$ cat config.mk
export PLATFORM = sky130hd
export DESIGN_NAME = uart_status_tx_flat
export DESIGN_NICKNAME = d
export VERILOG_FILES = /design/src/rtl/uart_status_tx_if.sv /design/src/rtl/uart_status_tx.sv /design/src/flat_wrapper.sv
export SDC_FILE = /design/constraint.sdc
export NUM_CORES = 1
export LEC_CHECK = 0
export BUFFER_PORTS_ARGS = -buffer_cell sky130_fd_sc_hd__buf_2
export CORE_MARGIN = 2
export CORE_UTILIZATION = 51
export DETAILED_ROUTE_END_ITERATION = 8
export PLACE_DENSITY = 0.83
export REMOVE_ABC_BUFFERS = 1
export SYNTH_ARGS = -nofsm -noshare
export SYNTH_HDL_FRONTEND = slang
export SYNTH_SLANG_ARGS = --single-unit
$ cat constraint.sdc
create_clock -name clk -period 4.9 [get_ports clk]
set_input_delay 0.98 -clock clk [delete_from_list [all_inputs] [get_ports clk]]
set_output_delay 0.98 -clock clk [all_outputs]
set_load 0.02 [all_outputs]
$ cat src/rtl/uart_status_tx_if.sv
// uart_status_tx_if: byte-level handshake between the status framer and uart_tx.
// The master drives tx_data/tx_pluse; uart_tx answers with tx_busy.
interface uart_status_tx_if;
  logic [7:0] tx_data;
  logic       tx_pluse;
  logic       tx_busy;

  modport master (
    output tx_data,
    output tx_pluse,
    input  tx_busy
  );

  modport slave (
    input  tx_data,
    input  tx_pluse,
    output tx_busy
  );
endinterface

$ cat src/rtl/uart_status_tx.sv
// uart_status_tx: snapshots routing map, cmd id and flags, then frames them to uart_tx.
// Define UART_STATUS_TX_CKSUM_EN to append an XOR checksum byte (6-byte frame).
module uart_status_tx #(
  parameter logic [7:0] SYNC_BYTE = 8'hA5,
  parameter int         GUARD_CYC = 2,
  parameter int         GAP_CYC   = 0
) (
  input  logic                    clk,
  input  logic                    sys_rst,
  input  logic                    send_req,
  input  logic [7:0]              cmd_id,
  input  logic [3:0]              eth_port,
  input  logic [3:0]              camera_port,
  input  logic [3:0]              pcie_port,
  input  logic [3:0]              hdmi_port,
  input  logic [7:0]              flags,
  uart_status_tx_if.master        tx,
  output logic                    frame_busy,
  output logic                    frame_done,
  output logic                    req_pend
);

`ifdef UART_STATUS_TX_CKSUM_EN
  localparam int NBYTES = 6;
`else
  localparam int NBYTES = 5;
`endif
  localparam int CW = 8;
  localparam int IW = 3;

  typedef enum logic [2:0] {
    IDLE,
    PULSE,
    GUARD,
    WAIT,
    GAP,
    DONE
  } state_t;

  state_t        state;
  state_t        state_n;
  logic [CW-1:0] cnt;
  logic [CW-1:0] cnt_n;
  logic [IW-1:0] idx;
  logic [IW-1:0] idx_n;
  logic          pend_n;
  logic          capture;
  logic          adv;
  logic          step;
  logic          last;
  logic [7:0]    byte_n;

  logic [7:0]    s_cmd;
  logic [15:0]   s_map;
  logic [7:0]    s_flags;

  assign last = (idx == IW'(NBYTES - 1));

  always_comb begin
    state_n = state;
    cnt_n   = cnt;
    idx_n   = idx;
    capture = 1'b0;
    adv     = 1'b0;
    step    = 1'b0;
    pend_n  = req_pend | (send_req & (state != IDLE));
    unique case (state)
      IDLE: begin
        if (send_req | req_pend) begin
          capture = 1'b1;
          pend_n  = 1'b0;
          idx_n   = '0;
          state_n = PULSE;
        end
      end
      PULSE: begin
        state_n = GUARD;
        cnt_n   = CW'(GUARD_CYC - 1);
      end
      GUARD: begin
        if (cnt != '0)
          cnt_n = cnt - CW'(1);
        else if (tx.tx_busy)
          state_n = WAIT;
        else
          adv = 1'b1;
      end
      WAIT: begin
        if (!tx.tx_busy)
          adv = 1'b1;
      end
      GAP: begin
        if (cnt != '0)
          cnt_n = cnt - CW'(1);
        else
          step = 1'b1;
      end
      DONE: begin
        // a request landing in DONE is kept for the following frame
        pend_n = send_req;
        if (req_pend) begin
          capture = 1'b1;
          idx_n   = '0;
          state_n = PULSE;
        end else begin
          state_n = IDLE;
        end
      end
      default: state_n = IDLE;
    endcase
    if (adv && (GAP_CYC > 0)) begin
      state_n = GAP;
      cnt_n   = CW'(GAP_CYC - 1);
    end
    if ((adv && (GAP_CYC == 0)) || step) begin
      if (last) begin
        state_n = DONE;
      end else begin
        state_n = PULSE;
        idx_n   = idx + IW'(1);
      end
    end
  end

  // byte 0 is constant, so a same-edge capture never feeds a stale field
  always_comb begin
    byte_n = 8'h00;
    unique case (idx_n)
      3'd0: byte_n = SYNC_BYTE;
      3'd1: byte_n = s_cmd;
      3'd2: byte_n = s_map[15:8];
      3'd3: byte_n = s_map[7:0];
      3'd4: byte_n = s_flags;
`ifdef UART_STATUS_TX_CKSUM_EN
      3'd5: byte_n = SYNC_BYTE ^ s_cmd ^ s_map[15:8]
                   ^ s_map[7:0] ^ s_flags;
`endif
      default: byte_n = 8'h00;
    endcase
  end

  always_ff @(posedge clk) begin
    if (sys_rst) begin
      state       <= IDLE;
      cnt         <= '0;
      idx         <= '0;
      req_pend    <= 1'b0;
      s_cmd       <= '0;
      s_map       <= '0;
      s_flags     <= '0;
      tx.tx_data  <= '0;
      tx.tx_pluse <= 1'b0;
      frame_busy  <= 1'b0;
      frame_done  <= 1'b0;
    end else begin
      state    <= state_n;
      cnt      <= cnt_n;
      idx      <= idx_n;
      req_pend <= pend_n;
      if (capture) begin
        s_cmd   <= cmd_id;
        s_map   <= {eth_port, camera_port,
                    pcie_port, hdmi_port};
        s_flags <= flags;
      end
      tx.tx_pluse <= (state_n == PULSE);
      if (state_n == PULSE)
        tx.tx_data <= byte_n;
      frame_busy <= (state_n == PULSE) || (state_n == GUARD)
                 || (state_n == WAIT)  || (state_n == GAP);
      frame_done <= (state_n == DONE);
    end
  end

endmodule

$ cat src/flat_wrapper.sv
// flat-port wrapper written by rule: the top's interface ports become plain ports
module uart_status_tx_flat 
#(
  parameter logic [7:0] SYNC_BYTE = 8'hA5,
  parameter int         GUARD_CYC = 2,
  parameter int         GAP_CYC   = 0
)
  (clk, sys_rst, send_req, cmd_id, eth_port, camera_port, pcie_port, hdmi_port, flags, frame_busy, frame_done, req_pend, tx_tx_data, tx_tx_pluse, tx_tx_busy);
  uart_status_tx_if tx_i ();
  input  logic clk;
  input  logic sys_rst;
  input  logic send_req;
  input  logic [7:0] cmd_id;
  input  logic [3:0] eth_port;
  input  logic [3:0] camera_port;
  input  logic [3:0] pcie_port;
  input  logic [3:0] hdmi_port;
  input  logic [7:0] flags;
  output logic frame_busy;
  output logic frame_done;
  output logic req_pend;
  output wire logic [$bits(tx_i.tx_data)-1:0] tx_tx_data;
  output wire logic [$bits(tx_i.tx_pluse)-1:0] tx_tx_pluse;
  input wire logic [$bits(tx_i.tx_busy)-1:0] tx_tx_busy;
  assign tx_tx_data = tx_i.tx_data;
  assign tx_tx_pluse = tx_i.tx_pluse;
  assign tx_i.tx_busy = tx_tx_busy;
  uart_status_tx #(.SYNC_BYTE(SYNC_BYTE), .GUARD_CYC(GUARD_CYC), .GAP_CYC(GAP_CYC)) u_core (.clk(clk), .sys_rst(sys_rst), .send_req(send_req), .cmd_id(cmd_id), .eth_port(eth_port), .camera_port(camera_port), .pcie_port(pcie_port), .hdmi_port(hdmi_port), .flags(flags), .tx(tx_i), .frame_busy(frame_busy), .frame_done(frame_done), .req_pend(req_pend));
endmodule
==> results of run 1 <==
registers in the layout, indices dropped and copies added (netlist names):
name and flops:
u_core.frame_done 1, u_core.frame_busy 1, u_core.cnt 8, u_core.tx.tx_data 8, u_core.s_cmd 8, u_core.s_flags 8
u_core.s_map 16, u_core.req_pend 1, u_core.state 3, u_core.tx.tx_pluse 1, u_core.idx 3
where the power goes:
group | total (uW) | switching, uW | internal (uW)
clock network | 514 | 188 | 327
registers | 657 | 89.4 | 568
logic | 541 | 334 | 207
total | 1710 | 611 | 1100
per-stage QoR:
stage	std cells	hold slack, ns	total power [uW]
after floorplan	318	0.4299	1054
after global placement	437	0.4442	1189
after detailed placement	437	0.4491	1204
after CTS	453	0.4579	1719
after global routing	453	0.4784	1830
final	453	0.4554	1713
worst min-delay path by stage:
| stage | from | end | slack (ns) |
|---|---|---|---|
| after global placement | u_core.s_map[9] | u_core.s_map[9] | 0.44 |
| after floorplan | u_core.s_cmd[1] | u_core.s_cmd[1] | 0.43 |
| after global routing | u_core.s_cmd[2] | u_core.s_cmd[2] | 0.48 |
| after CTS | u_core.s_map[12] | u_core.s_map[12] | 0.46 |
| after detailed placement | u_core.s_map[11] | u_core.s_map[11] | 0.45 |
| final | u_core.s_map[11] | u_core.s_map[11] | 0.46 |
cell type report:
type	count	area, um2
multi-input combinational	247	1408
fill	464	1914
clock inverter	4	72.57
clock buffer	12	165.2
inverter	13	48.80
timing repair buffer	49	250.2
sequential	58	1161
tap	70	87.58
critical path, stage by stage, from the launching register on:
cell	delay, ns
dfxtp_1	0.58
nor3b_1	0.46
or2_1	0.31
a22oi_1	0.17
o31ai_2	0.71
o2111ai_1	0.24
a21oi_1	0.18
a221o_1	0.13
placed cells by master (no fill, tap or decap), drive strengths merged, types with 2 or more instances in the layout:
master and instances:
xnor2 4, a21oi 50, nor2 22, bufinv 2, buf 49, o211ai 6
nand3 8, a22oi 5, a221o 3, and3 3, nor3b 3, inv 13
a2bb2oi 2, dfxtp 58, or3 4, nand4 2, nor3 5, o2111ai 2
ha 3, o22ai 4, nor4 3, o31a 2, xor2 2, a22o 6
clkbuf 12, o31ai 3, nand2 76, nor2b 2, a211oi 2, a21o 2
a32oi 4, o21ai 8
logic make-up (layout without fill, tap and decap cells):
kind of cell	after synthesis	after routing	share of synthesized area
AOI/OAI and AO/OA	105	105	0.2537
xor gates and xnor gates	6	6	0.01944
adders and majority gates	3	3	0.01389
buffers and inverters	31	78	0.05046
DFF	58	58	0.4296
muxes	2	2	0.01389
and+or+nand+nor	131	131	0.2190
layer usage:
| layer | share of wire | GRT usage | vias to the layer above |
|---|---|---|---|
| li1 | - | - | 1274 |
| met3 | 0.059 | 0.06353 | 6 |
| met4 | 0.012 | 0.09091 | 0 |
| met2 | 0.49 | 0.3421 | 75 |
| met1 | 0.44 | 0.2866 | 1179 |
| met5 | 0 | 0 | - |
==> run metrics, run 1 <==
outcome finished, final reports clean; DR vias/cell 5.594; I/O Buffers 47; hold buffer count at cts 0; worst skew pair latency ~0.34 ns; Crit. Startpoint u_core.state[2]; cell row count 26; Synth cell types 50; final hold violation count 0; first-pass GRT wire length about 10000 um; Worst Setup End Kind flip-flop; Min-Delay Path Class flip-flop to flip-flop; Setup WS post-layout 2.081 ns; CTS tree built; pin count of the biggest net entering global routing 49; post-synth top area share 0.4296; Die H 76.80 um; clk slew on worst S/H paths 0.06 ns; worst setup path end u_core.tx.tx_data[7]; CTS H-tree lvls 3; Avg WL per Cell between 10 and 15 um; Starting Density 0.5292; vias in the first global route between 2000 and 2500; Max Cap Violations 0; Synth area leader dfxtp_1; setup TNS 0 ns; Peak Freq about 0.35 GHz; Post-synth top flop dfxtp_1; Post-synth EDFFs 0; Setup crit start kind flip-flop; Area Growth Syn to Fin 18.15%; share of layout cells above drive strength 1 0.1984; Core ar. approximately 0.0051 mm2; clk buf depth 2; Mapped Avg Cell Area roughly 8.0 um2; Tot GR Track Use 0.2203; Tcrit/Tclk final 0.5753; Worst Hold Depth 2; die width 76.80 um; relative slew slack 0.4335; Critical Path AT 3.10 ns; HPWL Detailed 4289 um; kind of critical path flip-flop to flip-flop; total CTS buffers 9; Net count, final 417; peak fanout along the critical path 11; Crit path required time around 5.2 ns; Post-CTS Setup Bufs 0; # IOs 48; final worst path period need approximately 2.8 ns; Resize count post-CTS 0; Worst R2R End u_core.tx.tx_data[7]; GP Congestion approximately 0.83; Worst Max-Slew Pin Slew between 0.8 and 0.9 ns; register area share after synthesis 0.4296; largest cells by area after synthesis dfxtp_1 (43%), nand2_1 (11%), a21oi_1 (9.3%), nor2_1 (3.1%), a22o_1 (1.9%); clock tree root driver cell clkbuf_8; VDD IR-drop max ~0.31 mV; final core utilization 0.6252; total grt overflow 0; Reg2Reg Setup Slack 2.08 ns; diodes inserted 0; Finish-stage setup viols 0; FF-to-FF Start u_core.state[2]; most frequent cell after synthesis nand2_1; worst slack, placed around 1.8 ns; Post-synth top cells nand2_1 (76), dfxtp_1 (58), a21oi_1 (50); r2r worst-path depth 7; Total Wirelength 6132 um; DR DRC count 0; dpl cell area 0.002955 mm2; Final Cell Area 0.003193 mm2; final slew viol count 0; Sink Count slightly below 60; initial DRC count about 200; Setup Skew 0.005988 ns; Die Area 0.005897 mm2; flops & latches, synth 58; async set or reset register ratio after synthesis 0; drt pass-1 iters 4; Mapped Cells between 300 and 400; initial antenna violation count 0; DR vias 2534; PwrDens 536.4 mW/mm2; post-detailed-route count of antenna-violating nets 0; LEAKAGE 0.001257 uW; RSZ-0062 raised after global routing false; cell area after synthesis 0.002703 mm2; yosys warns 0
Power figures use the tool's default switching activity.
==> run 2: changes to the inputs <==
clock period = 2.6 ns   (was 4.9 ns; I/O delays follow)
==> run 2 against run 1 <==
Compared with the run above: final cell count is 2.2% higher; register-to-register slack got worse by 2.0 ns; sequential cell count unchanged; critical path depth grew 1; highest routed layer unchanged; design area is 1.1% higher; non-clock buffer count rose by 10; largest cell class unchanged.
==> run metrics, run 2 (synthesis gave the netlist of run 1 again) <==
peak fanout along the critical path 11 (unchanged); Setup Skew 0.007347 ns (was 0.005988 ns); Total Wirelength 6645 um (was 6132 um); total CTS buffers 9 (unchanged); clock tree root driver cell clkbuf_8 (unchanged); Setup WS post-layout 0.08540 ns (was 2.081 ns); DP Cell Count 447 (was 437); Worst Setup End Kind flip-flop (unchanged); post-detailed-route count of antenna-violating nets 0 (unchanged); Die Area 0.005897 mm2 (unchanged); DR vias 2636 (was 2534); first-pass GRT wire length 11450 um (was 10480 um); register area 0.001162 mm2 (was 0.001161 mm2); most common cell after layout, fill and taps aside nand2_1 (unchanged); Min-Delay Path Class primary input to flip-flop (was flip-flop to flip-flop); Tot GR Track Use 0.2421 (was 0.2203); Area Growth Syn to Fin 19.49% (was 18.15%); Worst Max-Slew Pin Slew 0.7446 ns (was 0.8497 ns); # IOs 48 (unchanged); CTS tree built (unchanged); share of layout cells above drive strength 1 0.2239 (was 0.1984); DR DRC count 0 (unchanged); PwrDens 979.5 mW/mm2 (was 536.4 mW/mm2); vias in the first global route 2538 (was 2344); drt pass-1 iters 5 (was 4); pin count of the biggest net entering global routing 37 (was 49); final cell count without fillers 463 (was 453); hold buffer count at cts 0 (unchanged); clk slew on worst S/H paths 0.07 ns (was 0.06 ns); final core utilization 0.6323 (was 0.6252); I/O Buffers 47 (unchanged); Die H 76.80 um (unchanged); DR vias/cell 5.693 (was 5.594); outcome finished, final reports clean (unchanged); final worst path period need 2.515 ns (was 2.819 ns); worst skew pair latency 0.34 ns (about the same); Worst Hold Depth 3 (was 2); worst slack, placed 0.1113 ns (was 1.769 ns); layout filler cell count 461 (was 464); Core ar. 0.005107 mm2 (unchanged); CTS H-tree lvls 3 (unchanged); cell row count 26 (unchanged); Biggest register u_core.s_map (unchanged); Critical Path AT 2.73 ns (was 3.10 ns); VDD IR-drop max 0.4896 mV (was 0.3059 mV); clk buf depth 2 (unchanged); final slew viol count 0 (unchanged); Finish-stage setup viols 0 (unchanged); Tcrit/Tclk final 0.9672 (was 0.5753); Crit path required time 2.82 ns (was 5.18 ns); LEAKAGE 0.001288 uW (was 0.001257 uW); die width 76.80 um (unchanged); kind of critical path flip-flop to flip-flop (unchanged); GP Congestion 0.8744 (was 0.8345); Starting Density 0.5292 (unchanged); total grt overflow 0 (unchanged); Net count, final 427 (was 417); Peak Freq 0.3977 GHz (was 0.3547 GHz); max reg flops 16 (unchanged); Avg WL per Cell 14.35 um (was 13.54 um); commonest non-fill, non-tap cells in the layout nand2_1 (76), dfxtp_1 (57), a21oi_1 (49), buf_2 (47), nor2_1 (21) (was nand2_1 (76), dfxtp_1 (58), a21oi_1 (50), buf_2 (47), nor2_1 (21)); Max Cap Violations 0 (unchanged); relative slew slack 0.4998 (was 0.4335); Final Cell Area 0.003229 mm2 (was 0.003193 mm2); area of the multi-input gates 0.001423 mm2 (was 0.001408 mm2); initial antenna violation count 0 (unchanged); HPWL Detailed 4667 um (was 4289 um); initial DRC count 211 (was 205); RSZ-0062 raised after global routing false (unchanged); dpl cell area 0.003030 mm2 (was 0.002955 mm2); Setup crit start kind flip-flop (unchanged); r2r worst-path depth 8 (was 7); setup TNS 0 ns (unchanged); Sink Count 58 (unchanged); final hold violation count 0 (unchanged); diodes inserted 0 (unchanged)
## run 2: changes by cell type in the layout (fill, tap and decap cells not counted), sizes merged
cell / previous run / this run
clkinv: 1 / 2
bufinv: 2 / 0
clkinvlp: 1 / 0
buf: 49 / 59
clkbuf: 12 / 14
## run 2: final cells by class
class,count,share of cell area
clock inverter,2,0.003100
clock buffer,14,0.05347
timing repair buffer,59,0.1007
multi-input combinational,247,0.4405
inverter,13,0.01511
sequential,58,0.3599
tap,70,0.02712
## run 2: layer usage
metal / global-route usage / wire (um) / vias up
li1: - / - / 1290
met2: 0.4070 / 3305 / 107
met5: 0 / 0 / -
met4: 0.1255 / 126 / 0
met3: 0.04588 / 423 / 13
met1: 0.2936 / 2790 / 1226
## run 2: path summary, 6_finish.rpt
kind	start	to	slack, ns
worst max-delay path	u_core.state[2]	u_core.tx.tx_data[0]	0.09
worst min-delay path	flags[4]	u_core.s_flags[4]	0.42
worst max register to register	u_core.state[2]	u_core.tx.tx_data[0]	0.09
worst min register to register	u_core.s_map[11]	u_core.s_map[11]	0.45
## run 2: power by group
part | internal (uW) | total (uW) | switching [uW]
Clock | 421 | 756 | 335
Sequential | 1070 | 1230 | 157
Combinational | 466 | 1180 | 712
Total | 1960 | 3160 | 1200
## run 2: repair_timing
item / in CTS / in global routing
setup buffers: 0 / 0
setup endpoints to repair: 0 / 5
gates resized for setup: 0 / 4
## run 2: stage by stage
| stage | power, uW | hold slack (ns) |
|---|---|---|
| floorplan | 1986 | 0.4299 |
| global route | 3378 | 0.4167 |
| CTS | 3127 | 0.4076 |
| global placement | 2326 | 0.4436 |
| detailed placement | 2367 | 0.4472 |
| finish | 3163 | 0.4173 |
## run 2: critical path: stages, from the launching register on
cell,delay [ns]
dfxtp_1,0.57
nor3b_2,0.14
or2_1,0.25
buf_4,0.16
nand2_1,0.15
nor3_1,0.08
o311ai_2,0.52
o22ai_1,0.17
a221o_1,0.36
==> run 3: changes to the inputs <==
CORE_UTILIZATION = 55   (was 51)
PLACE_DENSITY = 0.88   (was 0.83)
==> run 3 against run 2 <==
Compared with the run above: design area up 0.39%; sequential cell count unchanged; die area down 6.9%; non-clock buffer count up 1; count of clock-buffer cells in the layout down 3; critical endpoint is now u_core.tx.tx_data[1]; largest power group unchanged; highest routed layer unchanged.
==> run metrics, run 3 (synthesis gave the netlist of run 1 again) <==
outcome finished, final reports clean (unchanged); final hold violation count 0 (unchanged); Starting Density 0.5722 (was 0.5292); I/O Buffers 47 (unchanged); Worst Max-Slew Pin Slew 0.7858 ns (was 0.7446 ns); Tot GR Track Use 0.2437 (was 0.2421); Tcrit/Tclk final 0.9485 (was 0.9672); peak fanout along the critical path 6 (was 11); WP buf/inv 1 (unchanged); Setup Skew 0.009162 ns (was 0.007347 ns); DR vias 2617 (was 2636); CTS tree built (unchanged); DR DRC count 0 (unchanged); layout filler cell count 376 (was 461); Critical Path AT 2.75 ns (was 2.73 ns); Min-Delay Path Class primary input to flip-flop (unchanged); slowest stage cell on the critical path a2111oi_0 (was dfxtp_1); slowest cell delay on critical path 0.63 ns (was 0.57 ns); Core ar. 0.004723 mm2 (was 0.005107 mm2); total CTS buffers 9 (unchanged); final cell count without fillers 461 (was 463); Worst Setup End Kind flip-flop (unchanged); clk buf depth 2 (unchanged); FF-to-FF Start u_core.idx[0] (was u_core.state[2]); Crit path required time 2.88 ns (was 2.82 ns); HPWL Detailed 4413 um (was 4667 um); most common cell after layout, fill and taps aside nand2_1 (unchanged); WP depth 9 (was 8); Area Growth Syn to Fin 19.95% (was 19.49%); commonest non-fill, non-tap cells in the layout nand2_1 (76), dfxtp_1 (58), a21oi_1 (50), buf_2 (47), nor2_1 (21) (was nand2_1 (76), dfxtp_1 (57), a21oi_1 (49), buf_2 (47), nor2_1 (21)); LEAKAGE 0.001287 uW (was 0.001288 uW); Avg WL per Cell 13.78 um (was 14.35 um); worst setup path end u_core.tx.tx_data[1] (was u_core.tx.tx_data[0]); clock tree root driver cell clkbuf_8 (unchanged); worst skew pair latency 0.34 ns (about the same); Total Wirelength 6351 um (was 6645 um); RSZ-0062 raised after global routing true (was false); clk slew on worst S/H paths 0.07 ns (about the same); final worst path period need 2.466 ns (was 2.515 ns); cell row count 25 (was 26); Setup crit start kind flip-flop (unchanged); GP Congestion 0.9974 (was 0.8744); # IOs 48 (unchanged); post-detailed-route count of antenna-violating nets 0 (unchanged); initial antenna violation count 0 (unchanged); total grt overflow 0 (unchanged); Largest delay share family, worst path compound AO/OA/AOI/OAI gates (unchanged); vias in the first global route 2314 (was 2538); share of layout cells above drive strength 1 0.2208 (was 0.2239); final hold slack 0.4130 ns (was 0.4173 ns); first-pass GRT wire length 10240 um (was 11450 um); Critical Path, Cell by Cell inv_1 -> ha_1 -> nand2b_1 -> a2111oi_0 -> nand3_1 -> o31ai_1 -> a32oi_1 -> o211ai_1 -> a22o_1 (was nor3b_2 -> or2_1 -> buf_4 -> nand2_1 -> nor3_1 -> o311ai_2 -> o22ai_1 -> a221o_1); max reg flops 16 (unchanged); Peak Freq 0.4055 GHz (was 0.3977 GHz); hold buffer count at cts 0 (unchanged); Reg2Reg Setup Slack 0.13 ns (was 0.09 ns); VDD IR-drop max 0.5910 mV (was 0.4896 mV); Finish-stage setup viols 0 (unchanged); Final Cell Area 0.003242 mm2 (was 0.003229 mm2); dpl cell area 0.003034 mm2 (was 0.003030 mm2); pin count of the biggest net entering global routing 33 (was 37); Max Cap Violations 0 (unchanged); relative slew slack 0.4721 (was 0.4998); kind of critical path flip-flop to flip-flop (unchanged); Biggest register u_core.s_map (unchanged); initial DRC count 162 (was 211); DR vias/cell 5.677 (was 5.693); CTS H-tree lvls 3 (unchanged); final slew viol count 0 (unchanged); worst slack, placed 0.1602 ns (was 0.1113 ns); DP Cell Count 445 (was 447); diodes inserted 0 (unchanged); Sink Count 58 (unchanged); Crit. Startpoint u_core.idx[0] (was u_core.state[2]); Worst R2R End u_core.tx.tx_data[1] (was u_core.tx.tx_data[0]); PwrDens 977.9 mW/mm2 (was 979.5 mW/mm2); Die H 74.10 um (was 76.80 um); die width 74.10 um (was 76.80 um); r2r worst-path depth 9 (was 8); Net count, final 428 (was 427); Die Area 0.005491 mm2 (was 0.005897 mm2); Setup WS post-layout 0.1338 ns (was 0.08540 ns); drt pass-1 iters 4 (was 5)
-- run 3: cell count changes in the layout (fill, tap and decap cells not counted), sizes merged --
| cell | change |
|---|---|
| buf | +1 |
| bufinv | +1 |
| clkbuf | -3 |
| clkinvlp | +2 |
-- run 3: worst min-delay path by stage --
stage                    startpoint                to  cells past startpoint
global placement    u_core.s_map[3]   u_core.s_map[3]                      2
finish               camera_port[2]  u_core.s_map[10]                      3
detailed placement  u_core.s_map[3]   u_core.s_map[3]                      2
floorplan           u_core.s_cmd[1]   u_core.s_cmd[1]                      2
global route              cmd_id[6]   u_core.s_cmd[6]                      3
CTS                  camera_port[2]  u_core.s_map[10]                      3
-- run 3: where the power goes --
part	switching, uW	internal [uW]
Combinational	688	462
Sequential	155	1070
Clock	356	439
-- run 3: per-stage QoR --
stage	power, uW	utilization	setup TNS (ns)
detailed placement	2354	0.6424	0
floorplan	1986	-	-1.826
CTS	3152	0.6819	0
finish	3170	0.6864	0
global placement	2320	0.6424	0
global route	3374	0.6864	-0.007784
-- run 3: layer usage --
metal  wire, um  global-route usage
met1       2821              0.3140
met5          0                   0
met2       2999              0.3720
met4        186              0.1596
met3        343             0.04743
-- run 3: layout make-up --
cell class | count | area (um2) | share of cell area
well taps | 67 | 83.83 | 0.02586
inverters | 13 | 48.80 | 0.01505
multi-input cells | 247 | 1429 | 0.4408
clock buffers | 11 | 131.4 | 0.04052
repair buffers | 60 | 332.8 | 0.1027
clock inverters | 5 | 55.05 | 0.01698
flip-flops and latches | 58 | 1161 | 0.3582
-- run 3: repair_timing --
item	4_1_cts	5_1_grt
buffers inserted	0	0
endpoints found under the setup margin	0	2
resized for setup	0	3
-- run 3: worst min-delay path: stages --
cell     delay (ns)
buf_2          0.09
nand2_1        0.05
a21oi_1        0.05
